`src/rtl/rate_counter_pkg.sv`:
```
// Shared definitions for the rate-selectable modulo counter.
//   speed_e      : encoding of the 2-bit Speed select input
//   DEF_*        : default parameter values (50 MHz board timebase)
package rate_counter_pkg;

  typedef enum logic [1:0] {
    SPD_FULL = 2'b00,
    SPD_1    = 2'b01,
    SPD_2    = 2'b10,
    SPD_3    = 2'b11
  } speed_e;

  localparam int              DEF_COUNT_W   = 4;
  localparam int              DEF_MAX_COUNT = 15;
  localparam int              DEF_DIV_W     = 32;
  localparam longint unsigned DEF_PERIOD0   = 64'd1;
  localparam longint unsigned DEF_PERIOD1   = 64'd50000000;
  localparam longint unsigned DEF_PERIOD2   = 64'd100000000;
  localparam longint unsigned DEF_PERIOD3   = 64'd200000000;

endpackage

```
`src/rtl/rate_counter_multi_divider.sv`:
```
// Selectable-period rate divider.
// Ports:
//   ClockIn  - system clock
//   Resetn   - asynchronous active-low reset
//   Enable   - 1 = run, 0 = hold the down-counter mid-period
//   Load     - restarts the period and suppresses Tick
//   Speed    - period select (see speed_e)
//   Tick     - combinational: high in cycles where the counter advances
module rate_divider
  import rate_counter_pkg::*;
#(
  parameter int              DIV_W   = DEF_DIV_W,
  parameter longint unsigned PERIOD0 = DEF_PERIOD0,
  parameter longint unsigned PERIOD1 = DEF_PERIOD1,
  parameter longint unsigned PERIOD2 = DEF_PERIOD2,
  parameter longint unsigned PERIOD3 = DEF_PERIOD3
) (
  input  logic       ClockIn,
  input  logic       Resetn,
  input  logic       Enable,
  input  logic       Load,
  input  logic [1:0] Speed,
  output logic       Tick
);

  // Reload values are PERIOD-1 so a period of 2^DIV_W still fits in DIV_W bits.
  localparam logic [DIV_W-1:0] RELOAD0 = DIV_W'(PERIOD0 - 64'd1);
  localparam logic [DIV_W-1:0] RELOAD1 = DIV_W'(PERIOD1 - 64'd1);
  localparam logic [DIV_W-1:0] RELOAD2 = DIV_W'(PERIOD2 - 64'd1);
  localparam logic [DIV_W-1:0] RELOAD3 = DIV_W'(PERIOD3 - 64'd1);

  logic [DIV_W-1:0] div_count;
  logic [DIV_W-1:0] reload;
  speed_e           speed_q;
  logic             at_zero;

  always_comb begin
    reload = RELOAD0;
    case (Speed)
      SPD_FULL: reload = RELOAD0;
      SPD_1:    reload = RELOAD1;
      SPD_2:    reload = RELOAD2;
      SPD_3:    reload = RELOAD3;
      default:  reload = RELOAD0;
    endcase
  end

  assign at_zero = (div_count == '0);
  assign Tick    = Enable && !Load && at_zero;

  // speed_q tracks Speed unconditionally so a change made while paused is
  // still seen as a change on the first enabled cycle only if it happens then.
  always_ff @(posedge ClockIn or negedge Resetn) begin
    if (!Resetn) begin
      div_count <= '0;
      speed_q   <= SPD_FULL;
    end else begin
      speed_q <= speed_e'(Speed);
      if (Load) begin
        div_count <= reload;
      end else if (Enable) begin
        // Expiry reload takes priority, so a speed change landing on the tick
        // cycle still ticks and simply reloads with the new period.
        if (at_zero || (Speed != speed_q)) begin
          div_count <= reload;
        end else begin
          div_count <= div_count - 1'b1;
        end
      end
    end
  end

endmodule

```
`src/rtl/rate_counter_multi.sv`:
```
// Rate-selectable modulo-N up/down counter with load, pause and wrap pulse.
// Ports:
//   ClockIn      - system clock
//   Resetn       - asynchronous active-low reset
//   Enable       - 1 = run, 0 = pause divider and counter
//   Speed        - tick period select
//   Up           - 1 = count up, 0 = count down
//   Load         - synchronous parallel load (wins over a tick)
//   LoadValue    - value to load, saturated to MAX_COUNT
//   CounterValue - registered count, 0..MAX_COUNT
//   Tick         - combinational advance strobe from the divider
//   Wrap         - registered pulse coincident with the wrapped count value
module rate_counter_multi
  import rate_counter_pkg::*;
#(
  parameter int              COUNT_W   = DEF_COUNT_W,
  parameter int              MAX_COUNT = DEF_MAX_COUNT,
  parameter int              DIV_W     = DEF_DIV_W,
  parameter longint unsigned PERIOD0   = DEF_PERIOD0,
  parameter longint unsigned PERIOD1   = DEF_PERIOD1,
  parameter longint unsigned PERIOD2   = DEF_PERIOD2,
  parameter longint unsigned PERIOD3   = DEF_PERIOD3
) (
  input  logic               ClockIn,
  input  logic               Resetn,
  input  logic               Enable,
  input  logic [1:0]         Speed,
  input  logic               Up,
  input  logic               Load,
  input  logic [COUNT_W-1:0] LoadValue,
  output logic [COUNT_W-1:0] CounterValue,
  output logic               Tick,
  output logic               Wrap
);

  localparam logic [COUNT_W-1:0] MAX_VAL = COUNT_W'(MAX_COUNT);

  logic [COUNT_W-1:0] count_p1;
  logic               wrap_p1;

  function automatic logic [COUNT_W-1:0] saturate(input logic [COUNT_W-1:0] v);
    return (v > MAX_VAL) ? MAX_VAL : v;
  endfunction

  rate_divider #(
    .DIV_W  (DIV_W),
    .PERIOD0(PERIOD0),
    .PERIOD1(PERIOD1),
    .PERIOD2(PERIOD2),
    .PERIOD3(PERIOD3)
  ) u_div (
    .ClockIn(ClockIn),
    .Resetn (Resetn),
    .Enable (Enable),
    .Load   (Load),
    .Speed  (Speed),
    .Tick   (Tick)
  );

  // Stage p1: count and wrap registered on the edge that samples Tick.
  always_ff @(posedge ClockIn or negedge Resetn) begin
    if (!Resetn) begin
      count_p1 <= '0;
      wrap_p1  <= 1'b0;
    end else if (Load) begin
      count_p1 <= saturate(LoadValue);
      wrap_p1  <= 1'b0;
    end else if (Tick) begin
      if (Up) begin
        if (count_p1 == MAX_VAL) begin
          count_p1 <= '0;
          wrap_p1  <= 1'b1;
        end else begin
          count_p1 <= count_p1 + 1'b1;
          wrap_p1  <= 1'b0;
        end
      end else begin
        if (count_p1 == '0) begin
          count_p1 <= MAX_VAL;
          wrap_p1  <= 1'b1;
        end else begin
          count_p1 <= count_p1 - 1'b1;
          wrap_p1  <= 1'b0;
        end
      end
    end else begin
      wrap_p1 <= 1'b0;
    end
  end

  assign CounterValue = count_p1;
  assign Wrap         = wrap_p1;

endmodule
```
`config.mk`:
```
export PLATFORM = sky130hd
export DESIGN_NAME = rate_counter_multi
export DESIGN_NICKNAME = d
export VERILOG_FILES = /design/src/rtl/rate_counter_pkg.sv /design/src/rtl/rate_counter_multi_divider.sv /design/src/rtl/rate_counter_multi.sv
export SDC_FILE = /design/constraint.sdc
export NUM_CORES = 1
export LEC_CHECK = 0
export ABC_AREA = 1
export BUFFER_PORTS_ARGS = -buffer_cell sky130_fd_sc_hd__buf_2
export CAP_MARGIN = 5
export CORE_MARGIN = 2
export CORE_UTILIZATION = 55
export CTS_CLUSTER_SIZE = 28
export DETAILED_ROUTE_END_ITERATION = 8
export HOLD_SLACK_MARGIN = 0.15
export PLACE_DENSITY = 0.76
export SLEW_MARGIN = 20
export SYNTH_ARGS = -nofsm -noshare
export SYNTH_HDL_FRONTEND = slang
export SYNTH_SLANG_ARGS = --single-unit
```
`constraint.sdc`:
```
create_clock -name ClockIn -period 2.9 [get_ports ClockIn]
set_clock_uncertainty 0.2 [all_clocks]
set_input_delay 0.58 -clock ClockIn [delete_from_list [all_inputs] [get_ports ClockIn]]
set_output_delay 0.58 -clock ClockIn [all_outputs]
set_load 0.1 [all_outputs]
```
==> reports/results.tsv <==
stage	metric	value	unit
detailed_routing	met3_length	319	um
detailed_routing	top_layer	met4	
floorplan	die_h	76.0	um
yosys	syn_inst	413	
pwr	power_density	475	nW/um^2
finish	nNetsFinal	452	
critical_path	start_kind	flip-flop	
yosys	synth_ff_type	dfrtp_1	
floorplan	io_pins	17	
yosys	synth.ff_latch_count	39	
pwr	p_leak	1.57	nW
detailed_routing	wl_met1	2.93	mm
detailed_routing	drtPass1Iterations	4	
place	dp_slack	0.385	ns
clocking	cts_num_sinks	39	
detailed_routing	routed_via_density	5.16	
yosys	synth-edff-count	0	
sta	setup_viol	0	
critical_path	cp-startpoint	u_div.div_count[0]	
finish	diodes	0	
detailed_routing	final_antenna_net_count	0	
floorplan	fp.dieArea	5770	um^2
pwr	peakVddDrop	0.383	mV
yosys	synth_area_leaders	dfrtp_1 34%, nand2_1 17%, nor2_1 9.4%, inv_1 5.7%, nand3_1 3.7%	
yosys	synth_warnings	0	
global_routing	globalRouteOverflowTotal	0	
detailed_routing	routed_wl	6.60	mm
place	gp_congestion	0.887	
sta	hold_violations	0	
finish	seq_area	976	um^2
place	place_area	3030	um^2
sta	setup_tns	0	ns
clocking	clock_tree.root_cell	clkbuf_8	
finish	drive_above_1_share	0.149	
critical_path	critPathRequiredTime	2.12	ns
sta	period_share	0.953	
global_routing	grt.total_usage	0.244	
finish	synthToLayoutAreaGrowth	10.3	%
yosys	synth_cell_type_count	32	
global_routing	grt_max_degree	40	
yosys	synth_top_area_share	0.342	
clocking	htree_levels	2	
global_routing	grt_pass1_wl	11.4	mm
yosys	yosysMostFrequentCell	nand2_1	
floorplan	rows	26	
sta	drv_slew	0	
clocking	clk_pin_slew_worst_paths	0.08	ns
detailed_routing	met2_length	3.18	mm
floorplan	start_util	0.565	
detailed_routing	vias	2606	
clocking	clock_latency	0.30	ns
yosys	netlist_area	2850	um^2
critical_path	cp-end-kind	primary output	
clocking	cts_buffers	5	
yosys	synth_fp_nets	431	
global_routing	antenna_found_initial	0	
hold_path	hold_path_class	in2async	
place	dp_hpwl	4.89	mm
critical_path	cp_max_fo	7	
yosys	ys_seq_area_frac	0.342	
detailed_routing	drc	0	
detailed_routing	first_iter_violations	181	
yosys	yosys-top-cells-count	127 x nand2_1, 71 x nor2_1, 43 x inv_1	
detailed_routing	wl_per_cell	13.1	um
critical_path	crit_arrival	1.98	ns
yosys	avgSynthCellArea	6.90	um^2
floorplan	design.core.area	5040	um^2
pwr	finalPower	0.00149	W
critical_path	r2r_start	u_div.div_count[24]	
yosys	synth_area_leader_cell	dfrtp_1	
place	port-buffer-count	16	
sta	max_slew_margin	0.408	
sta	whs	0.181	ns
sta	max_freq	362	MHz
finish	multiInputGateArea	1690	um^2
flow_run	max_cap_viol_count	0	
status	status	finished, final reports clean	
critical_path	worst-setup-path-type	reg2out	
floorplan	fp.dieW	76.0	um
clocking	clockBufferDepth	2	
sta	worst_pin_slew	0.889	ns
sta	timing.final.ws_setup	0.136	ns
sta	period_minus_slack	2.76	ns
global_routing	first_global_vias	2579	
finish	nFillCells	488	
yosys	postSynth.asyncResetShare	1.00	
clocking	cts_tree	built	
finish	fin_area	3140	um^2
report_power, final:
group / internal (W) / switching, W / leakage, nW
Clock: 0.000217 / 0.000194 / 0.0515
Sequential: 0.000597 / 0.0000769 / 0.476
Combinational: 0.000130 / 0.000278 / 1.04
final cells by class:
cell class / count / area share
Sequential cell: 39 / 0.310
Clock buffer: 8 / 0.0318
Timing Repair Buffer: 20 / 0.0398
Tap cell: 70 / 0.0279
Multi-Input combinational cell: 324 / 0.537
Inverter: 44 / 0.0533
routing by layer:
layer / vias to the layer above / track usage
met5: - / 0
met4: 0 / 0.105
met3: 17 / 0.0403
met2: 60 / 0.421
met1: 1194 / 0.304
li1: 1335 / -
cells in the final DEF, fill, tap and decap left out, types with 5 or more instances in the layout:
cell,synthesis,final
xor2_1,12,12
inv_1,43,43
nand3_2,8,8
a21oi_1,6,6
nor2_4,5,5
o21ai_0,12,12
buf_2,3,15
xnor2_1,10,10
clkbuf_8,0,7
dfrtp_1,39,39
nor2_2,9,10
nor2_1,71,70
nand2_1,127,127
nand4_1,8,8
nand3_1,21,21
ha_1,7,6
flip-flops by register name, indices dropped and copies added, names as in the netlist:
signal and flops:
CounterValue 4, u_div.speed_q 2, u_div.div_count 32, Wrap 1
final timing paths:
| kind | end | slack [ns] | cells after the start |
|---|---|---|---|
| hold reg to reg | u_div.div_count[0] | 0.29 | 2 |
| hold / removal | u_div.div_count[28] | 0.18 | 1 |
| setup / recovery | Tick | 0.14 | 9 |
| min in group ClockIn | u_div.speed_q[1] | 0.22 | 1 |
| max in group asynchronous | u_div.div_count[8] | 1.74 | 1 |
| setup reg to reg | u_div.div_count[14] | 0.75 | 11 |
cell families (layout without fill, tap and decap cells):
group	Yosys count	count (layout)	share of synthesized area
flops	39	39	0.342
xor+xnor	22	22	0.0676
simple gates	265	265	0.428
fa+ha+maj	7	7	0.0307
compound gates	30	30	0.0601
buf+inv	50	72	0.0707
stage by stage:
step | util | instances
2_1_floorplan | - | 413
3_3_place_gp | 0.601 | 497
3_5_place_dp | 0.601 | 497
4_1_cts | 0.621 | 505
5_1_grt | 0.624 | 505
6_report | 0.624 | 505
critical path: stages (launching register included):
cell and delay [ns]:
dfrtp_1 0.38, inv_1 0.15, ha_4 0.19, nand2_4 0.08
nor2_8 0.17, nand2_1 0.12, nor3_1 0.16, nand2_1 0.12
nor2_2 0.14, buf_12 0.19
repair_timing:
| item | in CTS | in global routing |
|---|---|---|
| endpoints found under the setup margin | 0 | 1 |
| gates resized for setup | 0 | 2 |
| setup buffers | 0 | 0 |
| hold buffers | 0 | 0 |
(Power assumes the default switching activity.)
